[src/rtl/adder_tree_arbiter.sv]
// Round-robin arbiter sharing one adder_tree among NUM_REQ requesters.
// Issues at most one product vector per cycle, limits outstanding vectors with
// a credit counter, and routes each returned sum to its issuer via a tag FIFO.
module adder_tree_arbiter #(
    parameter int unsigned NUM_REQ      = 3,
    parameter int unsigned KERNEL_SIZE  = 3,
    parameter int unsigned DATA_WIDTH   = 8,
    parameter int unsigned WEIGHT_WIDTH = 8,
    parameter int unsigned CREDITS      = 8,
    localparam int unsigned PROD_W = DATA_WIDTH + WEIGHT_WIDTH,
    localparam int unsigned VEC_W  = PROD_W * KERNEL_SIZE,
    localparam int unsigned RES_W  = PROD_W + $clog2(KERNEL_SIZE),
    localparam int unsigned ID_W   = (NUM_REQ > 1) ? $clog2(NUM_REQ) : 1,
    localparam int unsigned CNT_W  = $clog2(CREDITS + 1),
    localparam int unsigned PTR_W  = (CREDITS > 1) ? $clog2(CREDITS) : 1
) (
    input  logic                       clk,
    input  logic                       rstn,
    input  logic [NUM_REQ-1:0]         req_valid,
    input  logic [NUM_REQ*VEC_W-1:0]   req_data,
    output logic [NUM_REQ-1:0]         req_ready,
    output logic                       adder_en,
    output logic [VEC_W-1:0]           adder_dataIn,
    input  logic                       res_tvalid,
    input  logic [RES_W-1:0]           res_tdata,
    output logic                       res_tready,
    output logic [NUM_REQ-1:0]         out_tvalid,
    output logic [RES_W-1:0]           out_tdata,
    input  logic [NUM_REQ-1:0]         out_tready,
    output logic [CNT_W-1:0]           in_flight,
    output logic                       busy,
    output logic                       err_no_tag
);

    logic [ID_W-1:0]    rr_ptr_q;
    logic [CNT_W-1:0]   in_flight_q;
    logic [PTR_W-1:0]   wr_ptr_q;
    logic [PTR_W-1:0]   rd_ptr_q;
    logic [ID_W-1:0]    tag_mem [CREDITS];
    logic               adder_en_q;
    logic [VEC_W-1:0]   adder_data_q;
    logic               err_q;

    logic [NUM_REQ-1:0] grant;
    logic [ID_W-1:0]    grant_id;
    logic               grant_found;
    logic               issue;
    logic               ret;
    logic               tag_v;
    logic [ID_W-1:0]    head;

    function automatic logic [PTR_W-1:0] ptr_inc(input logic [PTR_W-1:0] p);
        return (p == PTR_W'(CREDITS - 1)) ? '0 : p + 1'b1;
    endfunction

    // Round-robin search starting after the last granted requester, gated by credits.
    always_comb begin
        grant_id    = '0;
        grant_found = 1'b0;
        grant       = '0;
        if (in_flight_q < CNT_W'(CREDITS)) begin
            for (int k = 1; k <= int'(NUM_REQ); k++) begin
                if (!grant_found && req_valid[(int'(rr_ptr_q) + k) % int'(NUM_REQ)]) begin
                    grant_found = 1'b1;
                    grant_id    = ID_W'((int'(rr_ptr_q) + k) % int'(NUM_REQ));
                end
            end
        end
        for (int i = 0; i < int'(NUM_REQ); i++) begin
            grant[i] = grant_found && (grant_id == ID_W'(i));
        end
    end

    assign req_ready = grant;
    assign issue     = |(req_valid & grant);

    assign tag_v = (in_flight_q != '0);
    assign head  = tag_mem[rd_ptr_q];

    // Steer the shared result to the requester named by the oldest tag.
    always_comb begin
        out_tvalid = '0;
        res_tready = 1'b0;
        for (int i = 0; i < int'(NUM_REQ); i++) begin
            if (tag_v && (head == ID_W'(i))) begin
                out_tvalid[i] = res_tvalid;
                res_tready    = out_tready[i];
            end
        end
    end

    assign out_tdata = res_tdata;
    assign ret       = res_tvalid & res_tready;

    // Tag storage; contents are only read while in_flight is non-zero, so no reset.
    always_ff @(posedge clk) begin
        if (issue) begin
            tag_mem[wr_ptr_q] <= grant_id;
        end
    end

    // Arbitration pointer, issue register, tag pointers, credit count and error flag.
    always_ff @(posedge clk) begin
        if (!rstn) begin
            rr_ptr_q     <= ID_W'(NUM_REQ - 1);
            in_flight_q  <= '0;
            wr_ptr_q     <= '0;
            rd_ptr_q     <= '0;
            adder_en_q   <= 1'b0;
            adder_data_q <= '0;
            err_q        <= 1'b0;
        end else begin
            adder_en_q <= issue;
            if (issue) begin
                rr_ptr_q     <= grant_id;
                adder_data_q <= req_data[int'(grant_id) * VEC_W +: VEC_W];
                wr_ptr_q     <= ptr_inc(wr_ptr_q);
            end
            if (ret) begin
                rd_ptr_q <= ptr_inc(rd_ptr_q);
            end
            // The tag count equals in_flight, so it doubles as the FIFO occupancy.
            if (issue && !ret) begin
                in_flight_q <= in_flight_q + 1'b1;
            end else if (!issue && ret) begin
                in_flight_q <= in_flight_q - 1'b1;
            end
            if (res_tvalid && !tag_v) begin
                err_q <= 1'b1;
            end
        end
    end

    assign adder_en     = adder_en_q;
    assign adder_dataIn = adder_data_q;
    assign in_flight    = in_flight_q;
    assign busy         = tag_v;
    assign err_no_tag   = err_q;

endmodule
[config.mk]
export PLATFORM = sky130hd
export DESIGN_NAME = adder_tree_arbiter
export DESIGN_NICKNAME = d
export VERILOG_FILES = /design/src/rtl/adder_tree_arbiter.sv
export SDC_FILE = /design/constraint.sdc
export NUM_CORES = 1
export LEC_CHECK = 0
export CAP_MARGIN = 20
export CELL_PAD_IN_SITES_DETAIL_PLACEMENT = 1
export CELL_PAD_IN_SITES_GLOBAL_PLACEMENT = 1
export CORE_AREA = 2 2 156 120
export DETAILED_ROUTE_END_ITERATION = 10
export DIE_AREA = 0 0 158 122
export GPL_TIMING_DRIVEN = 0
export MAX_ROUTING_LAYER = met4
export PLACE_DENSITY = 0.85
export SLEW_MARGIN = 40
export SYNTH_ARGS = -nofsm -noshare
export SYNTH_HDL_FRONTEND = slang
export SYNTH_SLANG_ARGS = --single-unit
[constraint.sdc]
create_clock -name clk -period 3.09 [get_ports clk]
set_input_delay 0.4635 -clock clk [delete_from_list [all_inputs] [get_ports clk]]
set_output_delay 0.4635 -clock clk [all_outputs]
set_load 0.05 [all_outputs]
==> out/qor.csv <==
stage,metric,value,unit
status,status,"complete, no violations",
cells_and_area,Nets,893,
cts,Root Buffer,clkbuf_16,
routing,Routed WL,17.35,mm
synthesis,"top cells by area, synth","dfxtp_1 (31%), edfxtp_1 (12%), a221oi_1 (10%), o21ai_0 (6.4%), a21oi_1 (6.1%)",
cts,CTS Buffer Depth,2,
setup_path,CP Class,reg2reg,
floorplanning,Placeable Area,17970,um2
sta,post-route minimum period,3.076,ns
cts,cts hold-fix bufs,0,
sta,final slew viol count,0,
setup_path,WP data required,3.36,ns
worst_hold_path,HP Class,reg2reg,
setup_path,CP Launch Type,flop,
sta,final setup fails,0,
cts,"CTS clk-pin slew, worst paths",0.06,ns
synthesis,"EDFF count, synth",16,
synthesis,"Async S/R FF share, synth",0,
sta,setup ws final,0.01447,ns
synthesis,"Avg Cell Area, Syn",9.035,um2
synthesis,Netlist Area Pre-Place,4165,um2
global_routing,number of global-route vias before repair,4902,
job,max cap viols,0,
floorplanning,row count,43,
placed_design,dpl ws,-1.003,ns
pwr,maximum vdd drop,0.0004559,V
synthesis,"Seq/Total Area, Yosys",0.4278,
sta,RSZ-0062 raised after global routing,true,
placed_design,GP Congestion,0.7953,
cells_and_area,fin cells,963,
placed_design,placed insts,939,
synthesis,share of Yosys cell area claimed by the top area cell type,0.3124,
cells_and_area,Synth-to-Final Area Change,75.22,%
sta,TNS Setup,0,ns
setup_path,CP max FO,8,
synthesis,Post-synth top flop,dfxtp_1,
global_routing,initial antenna violation count,1,
sta,Max-Slew Margin vs Limit,0.5774,
floorplanning,die area,19280,um2
synthesis,"count leader, synth",dfxtp_1,
routing,detailed-route via count,4718,
cts,latest clock arrival within the worst-skew pair,0.34,ns
pwr,Lkg Pwr,2.745,nW
routing,WL/cell,18.02,um
sta,crit share post-route,0.9953,
synthesis,largest area contributor in the netlist,dfxtp_1,
floorplanning,Initial Utilization,0.2318,
cts,total CTS buffers,9,
routing,Pre-antenna DRT Iters,4,
sta,Highest Clock Rate,325.1,MHz
floorplanning,Die X,158,um
routing,drt drc,0,
sta,hold slack final,0.4922,ns
cells_and_area,ratio of cells with drive above 1 in the final layout,0.1315,
synthesis,cells after synthesis,461,
global_routing,All-Layer GR Usage,0.1814,
synthesis,Post-synth top cells,"dfxtp_1 (65), o21ai_0 (53), a21oi_1 (51), nand3_1 (51), a221oi_1 (48)",
floorplanning,Die H,122,um
synthesis,#FFs+latches synth,81,
global_routing,gr ovfl total,0,
cts,Sink Count,81,
synthesis,Synthesized Nets,644,
cts,TritonCTS clock tree,yes,
routing,DRT iter0 DRCs,185,
routing,vias per cell,4.899,
placed_design,detailed placement HPWL,13.17,mm
setup_path,Worst EP arrival,3.35,ns
global_routing,largest net degree at the start of global routing,19,
floorplanning,num ports,251,
sta,Final Hold Viols,0,
sta,worst slew pin tran,0.6320,ns
routing,antenna-violating nets left,0,
synthesis,synth warn,0,
cells_and_area,fin util,0.4061,
cts,H-tree depth,3,
placed_design,I/O Buffers,231,
synthesis,Yosys cell types,48,
pwr,power density cells,1129,nW/um2
global_routing,first-pass GRT wire length,25.94,mm
setup_path,crit end category,flop,
sta,clk_skew,0.007614,ns
## through the flow
stage / power, mW / instance area (um2)
2_1_floorplan: 5.048 / 4177
3_3_place_gp: 6.692 / 6798
3_5_place_dp: 6.794 / 6798
4_1_cts: 8.154 / 7229
5_1_grt: 8.765 / 7298
6_report: 8.239 / 7298
## layout by cell type, fill, tap and decap left out, drive strengths merged, types with 4 or more instances in the layout
cell,count
nor2,6
clkdlybuf4s50,224
nand3,51
nand2,19
o21ai,54
mux2i,10
mux2,4
and2,4
nor2b,5
inv,12
ha,11
buf,49
edfxtp,16
nor3,4
dfxtp,65
a21oi,51
a221oi,48
a21boi,4
clkbuf,33
## path summary, 6_finish.rpt
kind	from	end	slack [ns]	depth (start not counted)
setup / recovery	flop	in_flight[3]$_SDFFE_PN0P_	0.01	15
hold / removal	err_no_tag$_SDFFE_PN0P_	err_no_tag$_SDFFE_PN0P_	0.49	2
setup reg to reg	flop	in_flight[3]$_SDFFE_PN0P_	0.01	15
hold reg to reg	err_no_tag$_SDFFE_PN0P_	err_no_tag$_SDFFE_PN0P_	0.49	2
## timing repair
item / 4_1_cts / 5_1_grt
resized for setup: 43 / 15
endpoints found under the setup margin: 10 / 6
setup buffers: 6 / 5
pin swaps: 7 / 11
## flip-flops by register name (all words and copies together), names as in the netlist, named ones only
| name | cells |
|---|---|
| wr_ptr_q | 3 |
| adder_dataIn | 48 |
| err_no_tag | 1 |
| tag_mem | 16 |
| rr_ptr_q | 2 |
| rd_ptr_q | 3 |
| adder_en | 1 |
| in_flight | 4 |
## where the power goes
| group | switching [mW] | internal, mW | leakage (nW) |
|---|---|---|---|
| combinational | 3.37 | 1.98 | 1.90 |
| clock | 0.442 | 0.731 | 0.154 |
| sequential | 0.230 | 1.49 | 0.691 |
## cells by family after synthesis
family	count (synthesis)	share of synthesized area
AOI/OAI and AO/OA	169	0.2637
xor gates and xnor gates	3	0.006309
adders and majority gates	12	0.03785
buffers and inverters	73	0.08862
DFF	81	0.4278
muxes	15	0.04025
and+or+nand+nor	108	0.1355
## layout make-up
class                   instances  area, um2
diodes                          1      2.502
multi-input cells             307       2125
repair buffers                242       2386
clock buffers                  13      250.2
flip-flops and latches         81       1790
clock inverters                 3      65.06
inverters                      14      63.81
well taps                     247      309.0
fillers                      2116      10670
plain buffers                  55      306.5
## critical path, cell delays in order (launching register included)
cell	delay, ns
dfxtp_4	0.39
buf_6	0.13
mux2i_4	0.17
nand3b_1	0.08
nand4_1	0.21
mux2i_2	0.25
o31ai_4	0.30
inv_2	0.07
ha_4	0.17
inv_4	0.07
ha_4	0.19
a21o_1	0.16
a21oi_2	0.19
xnor2_2	0.09
or3_1	0.37
a21boi_1	0.13
## layer usage
metal	GRT usage	routed length, um	vias up
met4	0.05349	380	0
met5	-	0	-
met3	0.05870	1420	25
met2	0.2897	7998	195
met1	0.2195	7554	2272
li1	-	-	2226
Power figures use the tool's default switching activity.
